[config.mk]
export PLATFORM = sky130hd
export DESIGN_NAME = fifo_write_arbiter
export DESIGN_NICKNAME = d
export VERILOG_FILES = /design/src/rtl/fifo_arb_pkg.sv /design/src/rtl/rr_pick.sv /design/src/rtl/fifo_write_arbiter.sv
export SDC_FILE = /design/constraint.sdc
export NUM_CORES = 1
export LEC_CHECK = 0
export CAP_MARGIN = 20
export CORE_MARGIN = 2
export CORE_UTILIZATION = 35
export CTS_CLUSTER_DIAMETER = 50
export DETAILED_ROUTE_END_ITERATION = 16
export HOLD_SLACK_MARGIN = 0.02
export PLACE_DENSITY_LB_ADDON = 0.12
export SLEW_MARGIN = 20
export SYNTH_ARGS = -nofsm -noshare
export SYNTH_HDL_FRONTEND = slang
export SYNTH_SLANG_ARGS = --single-unit
[constraint.sdc]
create_clock -name clk -period 3.8 [get_ports clk]
set_input_delay 0.38 -clock clk [delete_from_list [all_inputs] [get_ports clk]]
set_output_delay 0.38 -clock clk [all_outputs]
set_load 0.02 [all_outputs]
[src/rtl/fifo_arb_pkg.sv]
// Shared types and constants for the FIFO write arbiter.
//  arb_state_e   : arbiter FSM states (idle, latch, strobe, settle)
//  SETTLE_CNT_W  : width of the settle-window counter (SETTLE_CYCLES up to 255)
//  idx_width()   : width of a requester index for a given requester count
package fifo_arb_pkg;

  typedef enum logic [1:0] {
    StIdle,
    StLatch,
    StStrobe,
    StSettle
  } arb_state_e;

  localparam int unsigned SETTLE_CNT_W = 8;

  function automatic int unsigned idx_width(int unsigned n);
    return (n < 2) ? 1 : $clog2(n);
  endfunction

endpackage

[src/rtl/rr_pick.sv]
// Combinational round-robin picker.
// Searches req starting at last+1 (mod N_REQ) and returns the first set index.
// Ports:
//  req     in   N_REQ   request vector
//  last    in   IDX_W   index granted last; search starts one above it
//  winner  out  IDX_W   first requesting index after last (last when none)
//  any     out  1       at least one request present
module rr_pick #(
  parameter int unsigned N_REQ = 4,
  parameter int unsigned IDX_W = 2
) (
  input  logic [N_REQ-1:0] req,
  input  logic [IDX_W-1:0] last,
  output logic [IDX_W-1:0] winner,
  output logic             any
);

  always_comb begin
    int unsigned      pos;
    logic [IDX_W-1:0] idx;
    winner = last;
    any    = 1'b0;
    pos    = 0;
    idx    = '0;
    for (int unsigned k = 1; k <= N_REQ; k++) begin
      pos = (32'(last) + k) % N_REQ;
      idx = pos[IDX_W-1:0];
      if (!any && req[idx]) begin
        any    = 1'b1;
        winner = idx;
      end
    end
  end

endmodule

[src/rtl/fifo_write_arbiter.sv]
// Round-robin arbiter sharing the write port of one edge-triggered FIFO.
// Each grant latches the winner's word, drives a one-cycle write strobe
// (preceded by a guaranteed low cycle), then waits SETTLE_CYCLES so the FIFO
// counter and full flag reflect the write before the next grant.
// Optional feature macro FIFO_ARB_HIPRI_EN: requester 0 gets strict priority,
// the others rotate among themselves.
// Ports:
//  clk           in   clock
//  rst           in   asynchronous reset, active-high
//  req_valid     in   per-requester word available
//  req_data      in   requester i data at [i*DATA_WIDTH +: DATA_WIDTH]
//  req_ack       out  one-cycle pulse, word of grant_idx accepted
//  fifo_din      out  data to FIFO, held from grant until the next grant
//  fifo_wr_en    out  single-cycle write strobe
//  fifo_full     in   FIFO full flag
//  fifo_counter  in   FIFO occupancy
//  grant_idx     out  index of last/current grant
//  busy          out  high whenever the FSM is not idle
//  almost_full   out  registered (fifo_counter >= AFULL_LVL)
module fifo_write_arbiter
  import fifo_arb_pkg::*;
#(
  parameter int unsigned N_REQ         = 4,
  parameter int unsigned DATA_WIDTH    = 16,
  parameter int unsigned BUF_WIDTH     = 5,
  parameter int unsigned SETTLE_CYCLES = 2,
  parameter int unsigned AFULL_LVL     = 28
) (
  input  logic                          clk,
  input  logic                          rst,
  input  logic [N_REQ-1:0]              req_valid,
  input  logic [N_REQ*DATA_WIDTH-1:0]   req_data,
  output logic [N_REQ-1:0]              req_ack,
  output logic [DATA_WIDTH-1:0]         fifo_din,
  output logic                          fifo_wr_en,
  input  logic                          fifo_full,
  input  logic [BUF_WIDTH:0]            fifo_counter,
  output logic [idx_width(N_REQ)-1:0]   grant_idx,
  output logic                          busy,
  output logic                          almost_full
);

  localparam int unsigned IDX_W = idx_width(N_REQ);

  arb_state_e              state;
  logic [SETTLE_CNT_W-1:0] settle_cnt;

  logic [N_REQ-1:0] pick_req;
  logic [IDX_W-1:0] pick_last;
  logic [IDX_W-1:0] pick_win;
  logic             pick_any;
  logic [IDX_W-1:0] winner;
  logic             win_any;
  logic             can_grant;

`ifdef FIFO_ARB_HIPRI_EN
  // Rotation pointer for requesters 1..N_REQ-1; priority grants to 0 leave it alone.
  logic [IDX_W-1:0] rr_last;

  assign pick_req  = {req_valid[N_REQ-1:1], 1'b0};
  assign pick_last = rr_last;
  assign winner    = req_valid[0] ? '0 : pick_win;
  assign win_any   = req_valid[0] | pick_any;
`else
  assign pick_req  = req_valid;
  assign pick_last = grant_idx;
  assign winner    = pick_win;
  assign win_any   = pick_any;
`endif

  rr_pick #(
    .N_REQ (N_REQ),
    .IDX_W (IDX_W)
  ) u_rr_pick (
    .req    (pick_req),
    .last   (pick_last),
    .winner (pick_win),
    .any    (pick_any)
  );

  // Counter MSB set means occupancy has reached the full depth.
  assign can_grant = win_any && !fifo_full && !fifo_counter[BUF_WIDTH];

  always_ff @(posedge clk or posedge rst) begin
    if (rst) begin
      state       <= StIdle;
      settle_cnt  <= '0;
      req_ack     <= '0;
      fifo_wr_en  <= 1'b0;
      fifo_din    <= '0;
      grant_idx   <= IDX_W'(N_REQ - 1);
      busy        <= 1'b0;
      almost_full <= 1'b0;
`ifdef FIFO_ARB_HIPRI_EN
      rr_last     <= IDX_W'(N_REQ - 1);
`endif
    end else begin
      almost_full <= 32'(fifo_counter) >= AFULL_LVL;
      req_ack     <= '0;
      fifo_wr_en  <= 1'b0;
      case (state)
        StIdle: begin
          if (can_grant) begin
            grant_idx <= winner;
            fifo_din  <= req_data[winner*DATA_WIDTH +: DATA_WIDTH];
            busy      <= 1'b1;
            state     <= StLatch;
`ifdef FIFO_ARB_HIPRI_EN
            if (winner != '0) rr_last <= winner;
`endif
          end
        end
        StLatch: begin
          // wr_en stayed low this cycle, so the strobe below is a clean rising edge.
          fifo_wr_en         <= 1'b1;
          req_ack[grant_idx] <= 1'b1;
          state              <= StStrobe;
        end
        StStrobe: begin
          settle_cnt <= '0;
          state      <= StSettle;
        end
        StSettle: begin
          if (32'(settle_cnt) == SETTLE_CYCLES - 1) begin
            busy  <= 1'b0;
            state <= StIdle;
          end else begin
            settle_cnt <= settle_cnt + 1'b1;
          end
        end
        default: begin
          busy  <= 1'b0;
          state <= StIdle;
        end
      endcase
    end
  end

endmodule
==> results.sh <==
export IMPL_status="complete, no violations"
export IMPL_grt_pass1_vias=2203
export IMPL_synth_area_um2=2325
export IMPL_start_util_pct=36.40
export IMPL_grt_ovfl_total=0
export IMPL_core_rowCount=29
export IMPL_n_fill_cell=565
export IMPL_rsz0062_at_grt="no"
export IMPL_reg2reg_from="grant_idx[0]"
export IMPL_cts_buffer_depth=2
export IMPL_fin_nets=407
export IMPL_ys_top_cells_by_area="dfrtp_1, mux2i_1, a221oi_2, o21ai_0, ha_1"
export IMPL_fin_util_pct=53.66
export IMPL_ys_seq_area_share_pct=37.78
export IMPL_cts_root_buffer="clkbuf_8"
export IMPL_drive_gt1_share_pct=11.21
export IMPL_total_leakage_power_nw=1.448
export IMPL_place_hpwl_um=4314
export IMPL_area_growth_pct=47.42
export IMPL_io_pins=102
export IMPL_p_per_area_nw_per_um2=669.2
export IMPL_max_freq_ghz=0.3407
export IMPL_synth_top_cell_area_share_pct=35.52
export IMPL_syn_nets=310
export IMPL_clock_skew_ns=0.008937
export IMPL_design_core_area_um2=6386
export IMPL_crit_path_start_kind="register"
export IMPL_hold_path_depth=1
export IMPL_postSynthCellCount=223
export IMPL_hold_path_end="settle_cnt[7]"
export IMPL_routed_wl_um=6211
export IMPL_antenna_found_initial=0
export IMPL_yosys_register_bits=35
export IMPL_drv_slew=0
export IMPL_wl_per_cell_um=15.61
export IMPL_synth_main_ff_cell="dfrtp_1"
export IMPL_synth_top_area_cell="dfrtp_1"
export IMPL_end_kind="register"
export IMPL_rrSetupSlack_ns=0.86
export IMPL_firstDrtPassIters=4
export IMPL_dieArea_um2=7310
export IMPL_drt_initial_drc_count=76
export IMPL_grt_max_degree=36
export IMPL_clk_latency_ns=0.29
export IMPL_die_w_um=85.50
export IMPL_synthArstFlopShare_pct=100.0
export IMPL_ant_nets=0
export IMPL_fin_setup_tns_ns=0
export IMPL_synth_edf_count=0
export IMPL_hp_class="register to register"
export IMPL_post_route_drc_count=0
export IMPL_maxCapViolCount=0
export IMPL_clock_sinks=35
export IMPL_place_gp_congestion=0.8149
export IMPL_worstSetupPathType="register to register"
export IMPL_yosys_cell_count_top_type="dfrtp_1"
export IMPL_finalCritPeriodShare_pct=77.25
export IMPL_io_buffer_count=99
export IMPL_cts_resized=0
export IMPL_holdWs_ns=0.4929
export IMPL_cts_tree="done"
export IMPL_hold_violations=0
export IMPL_vias=2130
export IMPL_grt_pass1_wl_um=10450
export IMPL_antenna_cells=0
export IMPL_placedCellCount=390
export IMPL_syn_area_per_cell_um2=10.42
export IMPL_path_clk_slew_ns=0.08
export IMPL_worst_ep_arrival_time_ns=3.10
export IMPL_ys_top_cells_by_count="dfrtp_1, o21ai_0, mux2i_1"
export IMPL_r2r_end="fifo_din[10]"
export IMPL_holdCritStartpoint="settle_cnt[7]"
export IMPL_htree_num_levels=2
export IMPL_ys_types=42
export IMPL_via_per_inst=5.352
export IMPL_finalSetupViolCount=0
export IMPL_critPathMaxFanout=32
export IMPL_worst_pin_slew_ns=0.5626
export IMPL_stdcell_count=398
export IMPL_yosys_warnings=0
export IMPL_vdd_ir_drop_max_mv=0.4190
export IMPL_holdBufCountCts=0
export IMPL_slew_headroom_pct=62.49
export IMPL_post_cts_setup_buffers=0
export IMPL_period_minus_slack_ns=2.936
export IMPL_die_h_um=85.50
export IMPL_critPathRequiredTime_ns=3.96
export IMPL_numCtsBuffers=5
export IMPL_track_usage_pct=17.78
export IMPL_r2r_cells=8
[worst max-delay path, cell delays in order, from the launching register on]
cell and delay (ns):
dfstp_2 0.65, inv_1 0.11, ha_1 0.46, mux2i_1 0.22, a211o_1 0.14, buf_4 0.21
and2_4 0.53, mux2i_1 0.34, o22ai_1 0.12
[registers in the layout, summed over array words and instances (netlist names)]
signal,flops
busy,1
state,2
fifo_wr_en,1
settle_cnt,8
almost_full,1
req_ack,4
grant_idx,2
fifo_din,16
[stage by stage]
stage	cell area (µm²)	worst slack [ns]	power [mW]
6_report	3427	0.8645	2.294
5_1_grt	3427	0.6416	2.468
4_1_cts	3427	0.8669	2.310
3_5_place_dp	3346	0.8828	2.038
3_3_place_gp	3346	0.8752	2.028
2_1_floorplan	2325	1.007	1.660
[cell type report]
type | instances | area, µm² | share of cell area [%]
Multi-Input combinational cell | 166 | 1309 | 38.19
Clock inverter | 1 | 5.005 | 0.1460
Inverter | 7 | 26.28 | 0.7667
Clock buffer | 7 | 76.32 | 2.227
Tap cell | 77 | 96.34 | 2.811
Timing Repair Buffer | 105 | 1036 | 30.23
Sequential cell | 35 | 878.3 | 25.63
[placed cells by master (no fill, tap or decap), types with 2 or more instances in the layout]
cell type / instances
and3_1: 4
o22ai_1: 16
o21ai_0: 27
dfstp_2: 2
dfrtp_1: 33
nand2_1: 10
o211ai_2: 2
mux2_2: 3
ha_1: 10
inv_1: 7
nor2_1: 7
buf_4: 6
clkbuf_1: 2
a21oi_1: 5
a31oi_1: 3
nor3_1: 2
mux2i_1: 22
and2_1: 4
a221oi_1: 2
a21boi_0: 16
nand4_1: 2
clkdlybuf4s50_1: 99
clkbuf_8: 5
a221oi_2: 14
[worst max-delay path by stage]
stage / cells past startpoint / startpoint / endpoint
after floorplan: 11 / grant_idx[0] / fifo_din[2]
after global placement: 8 / grant_idx[0] / fifo_din[10]
after detailed placement: 8 / grant_idx[0] / fifo_din[10]
after CTS: 8 / grant_idx[0] / fifo_din[10]
after global routing: 8 / grant_idx[0] / fifo_din[10]
final: 8 / grant_idx[0] / fifo_din[10]
[per-layer routing]
layer  GRT usage, %  wire length [µm]  share of wire [%]
met1          22.22              2765                 45
met2          30.04              2920                 47
met3          4.235               401                6.5
met4          6.349               123                2.0
met5              0                 0                  0
[report_power, final]
part	total, mW	switching, mW	internal, mW
Combinational	1.39	0.707	0.684
Sequential	0.636	0.128	0.508
Clock	0.266	0.137	0.129
Total	2.29	0.972	1.32
[kinds of logic after synthesis]
kind of cell / Yosys count / share of synthesized area, %
compound gates: 93 / 30.95
simple gates: 36 / 8.020
flops: 35 / 37.78
mux: 26 / 11.57
buf+inv: 22 / 5.921
fa+ha+maj: 10 / 5.382
xor+xnor: 1 / 0.3768
Note: power is estimated with default switching activity, not from simulation.
